--- src/rtl/secuenciador_mac_pkg.sv ---
// Shared constants and state encoding for the multiply-accumulate sequencer.
package secuenciador_mac_pkg;
  localparam int W          = 25;
  localparam int FRAC       = 10;
  localparam int NTERMS_DEF = 5;
  localparam int GUARD      = 4;
  localparam int AW         = W + GUARD;

  localparam logic [W-1:0] SAT_MAX = 25'h0FFFFFF;
  localparam logic [W-1:0] SAT_MIN = 25'h1000000;

  typedef enum logic [1:0] {
    IDLE = 2'd0,
    LEER = 2'd1,
    ACUM = 2'd2,
    FIN  = 2'd3
  } estado_t;
endpackage

--- src/rtl/secuenciador_mac_if.sv ---
// Bus between the sequencer, its register file, the accumulator mux and the requester.
interface secuenciador_mac_if;
  import secuenciador_mac_pkg::*;

  // start is a one-cycle request honoured only in IDLE; done pulses for one cycle
  // when uk changes; coef_in/dato_in must carry the data for addr one cycle later.
  logic         start;
  logic [W-1:0] coef_in;
  logic [W-1:0] dato_in;
  logic [2:0]   addr;
  logic [W-1:0] term;
  logic [W-1:0] acum;
  logic         sel_ac;
  logic [W-1:0] uk;
  logic         busy;
  logic         done;
  estado_t      estado;

  modport master (
    output start, coef_in, dato_in,
    input  addr, term, acum, sel_ac, uk, busy, done, estado
  );

  modport slave (
    input  start, coef_in, dato_in,
    output addr, term, acum, sel_ac, uk, busy, done, estado
  );
endinterface

--- src/rtl/secuenciador_mac_sat_escala.sv ---
// Signed multiply, arithmetic shift right by SH (floor), then clamp to W bits.
module sat_escala
  import secuenciador_mac_pkg::*;
#(
  parameter int IW = W,
  parameter int SH = FRAC
) (
  input  logic signed [IW-1:0] a,
  input  logic signed [IW-1:0] b,
  output logic        [W-1:0]  y
);
  localparam int PW = 2 * IW;
  localparam logic signed [PW-1:0] MAXV = {{(PW-W){1'b0}}, SAT_MAX};
  localparam logic signed [PW-1:0] MINV = {{(PW-W){1'b1}}, SAT_MIN};

  logic signed [PW-1:0] p;
  logic signed [PW-1:0] s;

  assign p = PW'(a) * PW'(b);
  assign s = p >>> SH;

  always_comb begin
    y = s[W-1:0];
    if (s > MAXV)      y = SAT_MAX;
    else if (s < MINV) y = SAT_MIN;
  end
endmodule

--- src/rtl/secuenciador_mac.sv ---
// Sequencer computing u[k] = sum coef[i]*dato[i] over NTERMS terms with a guarded
// accumulator; drives the accumulator-select mux operands and a saturated result.
module secuenciador_mac
  import secuenciador_mac_pkg::*;
#(
  parameter int NTERMS = NTERMS_DEF
) (
  input logic               clk,
  input logic               rst,
  secuenciador_mac_if.slave bus
);
  localparam logic [2:0] LAST  = 3'(NTERMS - 1);
  localparam logic [2:0] ADDR1 = (NTERMS > 1) ? 3'd1 : 3'd0;
  localparam logic signed [AW-1:0] UNO = AW'(1);

  estado_t estado_q, estado_d;
  logic [2:0]           addr_q, cnt_q;
  logic signed [AW-1:0] acc_q, acc_d, term_ext;
  logic [W-1:0]         term_w, acum_w, term_q, acum_q, uk_q;
  logic                 sel_q, busy_q, done_q;

  sat_escala #(.IW(W), .SH(FRAC)) u_term (
    .a(bus.coef_in), .b(bus.dato_in), .y(term_w)
  );

  // Saturated terms are widened before adding so the guard bits absorb growth;
  // only the registered view of the accumulator is clamped.
  assign term_ext = {{GUARD{term_w[W-1]}}, term_w};
  assign acc_d    = (cnt_q == 3'd0) ? term_ext : acc_q + term_ext;

  sat_escala #(.IW(AW), .SH(0)) u_acum (
    .a(acc_d), .b(UNO), .y(acum_w)
  );

  always_ff @(posedge clk) begin
    if (rst) estado_q <= IDLE;
    else     estado_q <= estado_d;
  end

  always_comb begin
    estado_d = estado_q;
    case (estado_q)
      IDLE:    if (bus.start) estado_d = LEER;
      LEER:    estado_d = ACUM;
      ACUM:    if (cnt_q == LAST) estado_d = FIN;
      FIN:     estado_d = IDLE;
      default: estado_d = IDLE;
    endcase
  end

  always_ff @(posedge clk) begin
    if (rst) begin
      addr_q <= '0;
      cnt_q  <= '0;
      acc_q  <= '0;
      term_q <= '0;
      acum_q <= '0;
      uk_q   <= '0;
      sel_q  <= 1'b0;
      busy_q <= 1'b0;
      done_q <= 1'b0;
    end else begin
      case (estado_q)
        IDLE: begin
          done_q <= 1'b0;
          if (bus.start) begin
            addr_q <= '0;
            cnt_q  <= '0;
            busy_q <= 1'b1;
          end
        end
        LEER: addr_q <= ADDR1;
        ACUM: begin
          acc_q  <= acc_d;
          term_q <= term_w;
          acum_q <= acum_w;
          sel_q  <= (cnt_q != 3'd0);
          cnt_q  <= cnt_q + 3'd1;
          if (addr_q < LAST) addr_q <= addr_q + 3'd1;
        end
        FIN: begin
          // acum_q already holds sat_W(acc) for the final sum.
          uk_q   <= acum_q;
          done_q <= 1'b1;
          busy_q <= 1'b0;
          addr_q <= '0;
        end
        default: ;
      endcase
    end
  end

  assign bus.addr   = addr_q;
  assign bus.term   = term_q;
  assign bus.acum   = acum_q;
  assign bus.sel_ac = sel_q;
  assign bus.uk     = uk_q;
  assign bus.busy   = busy_q;
  assign bus.done   = done_q;
  assign bus.estado = estado_q;
endmodule
--- src/flat_wrapper.sv ---
// flat-port wrapper written by rule: the top's interface ports become plain ports
module secuenciador_mac_flat import secuenciador_mac_pkg::*;
#(
  parameter int NTERMS = NTERMS_DEF
)
  (clk, rst, bus_start, bus_coef_in, bus_dato_in, bus_addr, bus_term, bus_acum, bus_sel_ac, bus_uk, bus_busy, bus_done, bus_estado);
  secuenciador_mac_if bus_i ();
  input logic clk;
  input logic rst;
  input wire logic [$bits(bus_i.start)-1:0] bus_start;
  input wire logic [$bits(bus_i.coef_in)-1:0] bus_coef_in;
  input wire logic [$bits(bus_i.dato_in)-1:0] bus_dato_in;
  output wire logic [$bits(bus_i.addr)-1:0] bus_addr;
  output wire logic [$bits(bus_i.term)-1:0] bus_term;
  output wire logic [$bits(bus_i.acum)-1:0] bus_acum;
  output wire logic [$bits(bus_i.sel_ac)-1:0] bus_sel_ac;
  output wire logic [$bits(bus_i.uk)-1:0] bus_uk;
  output wire logic [$bits(bus_i.busy)-1:0] bus_busy;
  output wire logic [$bits(bus_i.done)-1:0] bus_done;
  output wire logic [$bits(bus_i.estado)-1:0] bus_estado;
  assign bus_i.start = bus_start;
  assign bus_i.coef_in = bus_coef_in;
  assign bus_i.dato_in = bus_dato_in;
  assign bus_addr = bus_i.addr;
  assign bus_term = bus_i.term;
  assign bus_acum = bus_i.acum;
  assign bus_sel_ac = bus_i.sel_ac;
  assign bus_uk = bus_i.uk;
  assign bus_busy = bus_i.busy;
  assign bus_done = bus_i.done;
  assign bus_estado = bus_i.estado;
  secuenciador_mac #(.NTERMS(NTERMS)) u_core (.clk(clk), .rst(rst), .bus(bus_i));
endmodule
--- config.mk ---
export PLATFORM = sky130hd
export DESIGN_NAME = secuenciador_mac_flat
export DESIGN_NICKNAME = d
export VERILOG_FILES = /design/src/rtl/secuenciador_mac_pkg.sv /design/src/rtl/secuenciador_mac_if.sv /design/src/rtl/secuenciador_mac_sat_escala.sv /design/src/rtl/secuenciador_mac.sv /design/src/flat_wrapper.sv
export SDC_FILE = /design/constraint.sdc
export NUM_CORES = 2
export LEC_CHECK = 0
export BUFFER_PORTS_ARGS = -buffer_cell sky130_fd_sc_hd__buf_2
export CORE_ASPECT_RATIO = 1.4
export CORE_MARGIN = 10
export CORE_UTILIZATION = 35
export DETAILED_ROUTE_END_ITERATION = 6
export SLEW_MARGIN = 15
export SYNTH_ARGS = -nofsm -noshare
export SYNTH_HDL_FRONTEND = slang
export SYNTH_HIERARCHICAL = 1
export SYNTH_SLANG_ARGS = --single-unit
--- constraint.sdc ---
create_clock -name clk -period 17.9 [get_ports clk]
set_clock_uncertainty 0.05 [all_clocks]
set_input_delay 0.895 -clock clk [delete_from_list [all_inputs] [get_ports clk]]
set_output_delay 0.895 -clock clk [all_outputs]
set_load 0.005 [all_outputs]
==> results_dict.tcl <==
set metrics [dict create \
    synth_area_mm2 0.0624 \
    first_pass_iters 6 \
    critPathRequiredTime_ns 18.23 \
    synthArstFlopShare 0 \
    die_x_um 377 \
    hpwl_mm 159 \
    clkTransAtPathRegs_ns 0.06 \
    vias 46600 \
    crit_type "primary input to register" \
    synth_seq_cells 115 \
    fmaxAchievable_mhz 59.8 \
    synth_top_family_by_area "adder cells" \
    wirelength_mm 188 \
    grt-ovfl-total 0 \
    cts_setup_buffers 0 \
    status "complete, no violations" \
    hold_violations 0 \
    setup_viol 0 \
    synth_flop_cell "dfxtp_1" \
    antenna_found_initial 8 \
    critPathLaunchType "primary input" \
    final.min_clock_period_ns 16.73 \
    maxCapViolCount 0 \
    path_max_fanout 25 \
    cts_tree "done" \
    synth_compound_area_frac 0.0693 \
    grt_pass1_wl_mm 297 \
    synth_edf_count 0 \
    htree_levels 4 \
    arrival_ns 17.06 \
    drt_iter0_drc 2290 \
    viasPerCell 5.06 \
    synthMuxAreaShare 0.0163 \
    whs_ns 0.429 \
    start_util 0.351 \
    drc 0 \
    route.detailed.wl_per_inst_um 20.5 \
    cts.sinks 115 \
    cts_buffers 17 \
    fin_nets 8828 \
    coreArea_mm2 0.177 \
    hold_class "register to register" \
    syn_inst 6946 \
    numPortBuffers 135 \
    cpPeakStageDelay_ns 0.64 \
    fin_tns_setup_ns 0 \
    synth_simple_gate_area_frac 0.173 \
    pin_count 136 \
    cts_max_path_buffers 2 \
    gp_congestion 0.945 \
    die_y_um 519 \
    drv_slew 0 \
    grt_pass1_vias 52500 \
    fillers 18000 \
    crit_top_cell "fa_1" \
    worst_path_max_delay_cell "fa_1" \
    syn_avg_cell_area_um2 8.98 \
    critPathCaptureType "register" \
    worst_pin_slew_ns 1.07 \
    num_rows 183 \
    slew_headroom 0.276 \
    grt_max_degree 82 \
    dieArea_mm2 0.196 \
    rsz0062_at_grt "no" \
    ys_types 115 \
    yosys_warnings 6 \
    ctsRootBufferMaster "clkbuf_16" \
    synth_xor_area_frac 0.0156 \
    syn2layout_area_growth_pct 5.79 \
    ant_nets 0 \
    layout-drive-gt1-share 0.0559 \
    insertion_delay_ns 0.47 \
    grt_use_total 0.193 \
    ys_seq_area_frac 0.0369 \
    period_share 0.935 \
    synth-adder-area-share 0.569 \
]
metal layers:
metal	up-vias	part of all wire	GRT usage
met5	-	0.000069	0
met4	2	0.050	0.0863
met3	467	0.051	0.0302
met2	1460	0.52	0.356
met1	24200	0.38	0.217
li1	20500	-	-
logic make-up after synthesis:
kind of cell	Yosys count
and+or+nand+nor	2153
buffers and inverters	1932
adders and majority gates	1902
AOI/OAI and AO/OA	631
DFF	115
xor gates and xnor gates	111
muxes	100
other	2
worst paths after layout:
kind	start	endpoint	slack (ns)	depth (start not counted)
max	bus_coef_in[17]	u_core/bus.acum[14]	1.17	60
min	u_core/cnt_q[0]	u_core/cnt_q[0]	0.43	2
max reg2reg	u_core/acc_q[0]	u_core/bus.acum[14]	9.06	35
min reg2reg	u_core/cnt_q[0]	u_core/cnt_q[0]	0.43	2
sequential cells by signal (all words and copies together), names as in the netlist:
| name | cells |
|---|---|
| u_core/acc_q | 29 |
| u_core/bus.acum | 25 |
| u_core/bus.term | 25 |
| u_core/bus.uk | 25 |
| u_core/bus.addr | 3 |
| u_core/cnt_q | 3 |
| u_core/bus.estado | 2 |
| u_core/bus.busy | 1 |
| u_core/bus.done | 1 |
| u_core/bus.sel_ac | 1 |
Yosys cell counts (20+ instances only):
cell type  count  area (um^2)
nand2b_1      27          169
o211ai_1      20          150
a31oi_1       22          138
dfxtp_1      115         2300
xnor2_1       80          701
clkbuf_1     316         1190
nor3_1        47          235
fa_1        1559        31200
and2_1       763         4770
o21ai_0      111          556
o21a_1        25          188
nor2_1       260          976
xor2_1        31          272
o21ai_1       27          135
inv_1       1550         5820
buf_2         25          125
mux2i_1       93          931
nand2_1      837         3140
ha_1         343         4290
nand4_1       51          319
nand3_1       44          220
a21o_1        39          293
a21oi_1      169          846
a211oi_1      26          195
cells in the final DEF, fill, tap and decap left out, types with 44 or more instances in the layout:
cell,Yosys,layout
nand2_1,837,837
mux2i_1,93,93
and2_1,763,763
buf_4,13,88
a21oi_1,169,162
fa_1,1559,1559
xnor2_1,80,79
nor2_1,260,258
nor3_1,47,46
ha_1,343,341
o21ai_0,111,107
buf_2,25,133
conb_1,2,66
nand3_1,44,44
nand4_1,51,51
inv_1,1550,1550
dfxtp_1,115,115
through the flow:
step / cells / cell area, um^2 / utilization / setup slack (ns)
final: 9202 / 66000 / 0.372 / 1.17
after global routing: 9198 / 66000 / 0.372 / 0.0808
after CTS: 9198 / 65900 / 0.372 / 0.946
after detailed placement: 9166 / 65400 / 0.368 / 0.437
after global placement: 9166 / 65400 / 0.368 / 0.585
after floorplan: 7010 / 62600 / - / 1.45
final cells by class:
type | instances | area (um^2) | share of cell area
well taps | 2312 | 2890 | 0.0438
multi-input cells | 4963 | 53000 | 0.803
diodes | 4 | 10.0 | 0.000152
clock buffers | 17 | 425 | 0.00645
repair buffers | 224 | 1370 | 0.0208
flip-flops and latches | 115 | 2300 | 0.0349
inverters | 1552 | 5830 | 0.0883
clock inverters | 15 | 164 | 0.00248
timing repair:
action | in CTS | in global routing
resized for setup | 0 | 4
endpoints found under the hold margin | 0 | 0
endpoints found under the setup margin | 0 | 22
hold buffers | 0 | 0
critical path, delay by kind of cell:
kind | cells | cell delay [ns]
xor+xnor | 1 | 0.18
mux | 1 | 0.08
compound gates | 18 | 4.27
simple gates | 12 | 3.33
buf+inv | 11 | 1.45
fa+ha+maj | 17 | 6.82
Power is left out: the tool's default activity adds up to more than one toggle a clock period on the data nets, which glitch-free logic cannot reach.
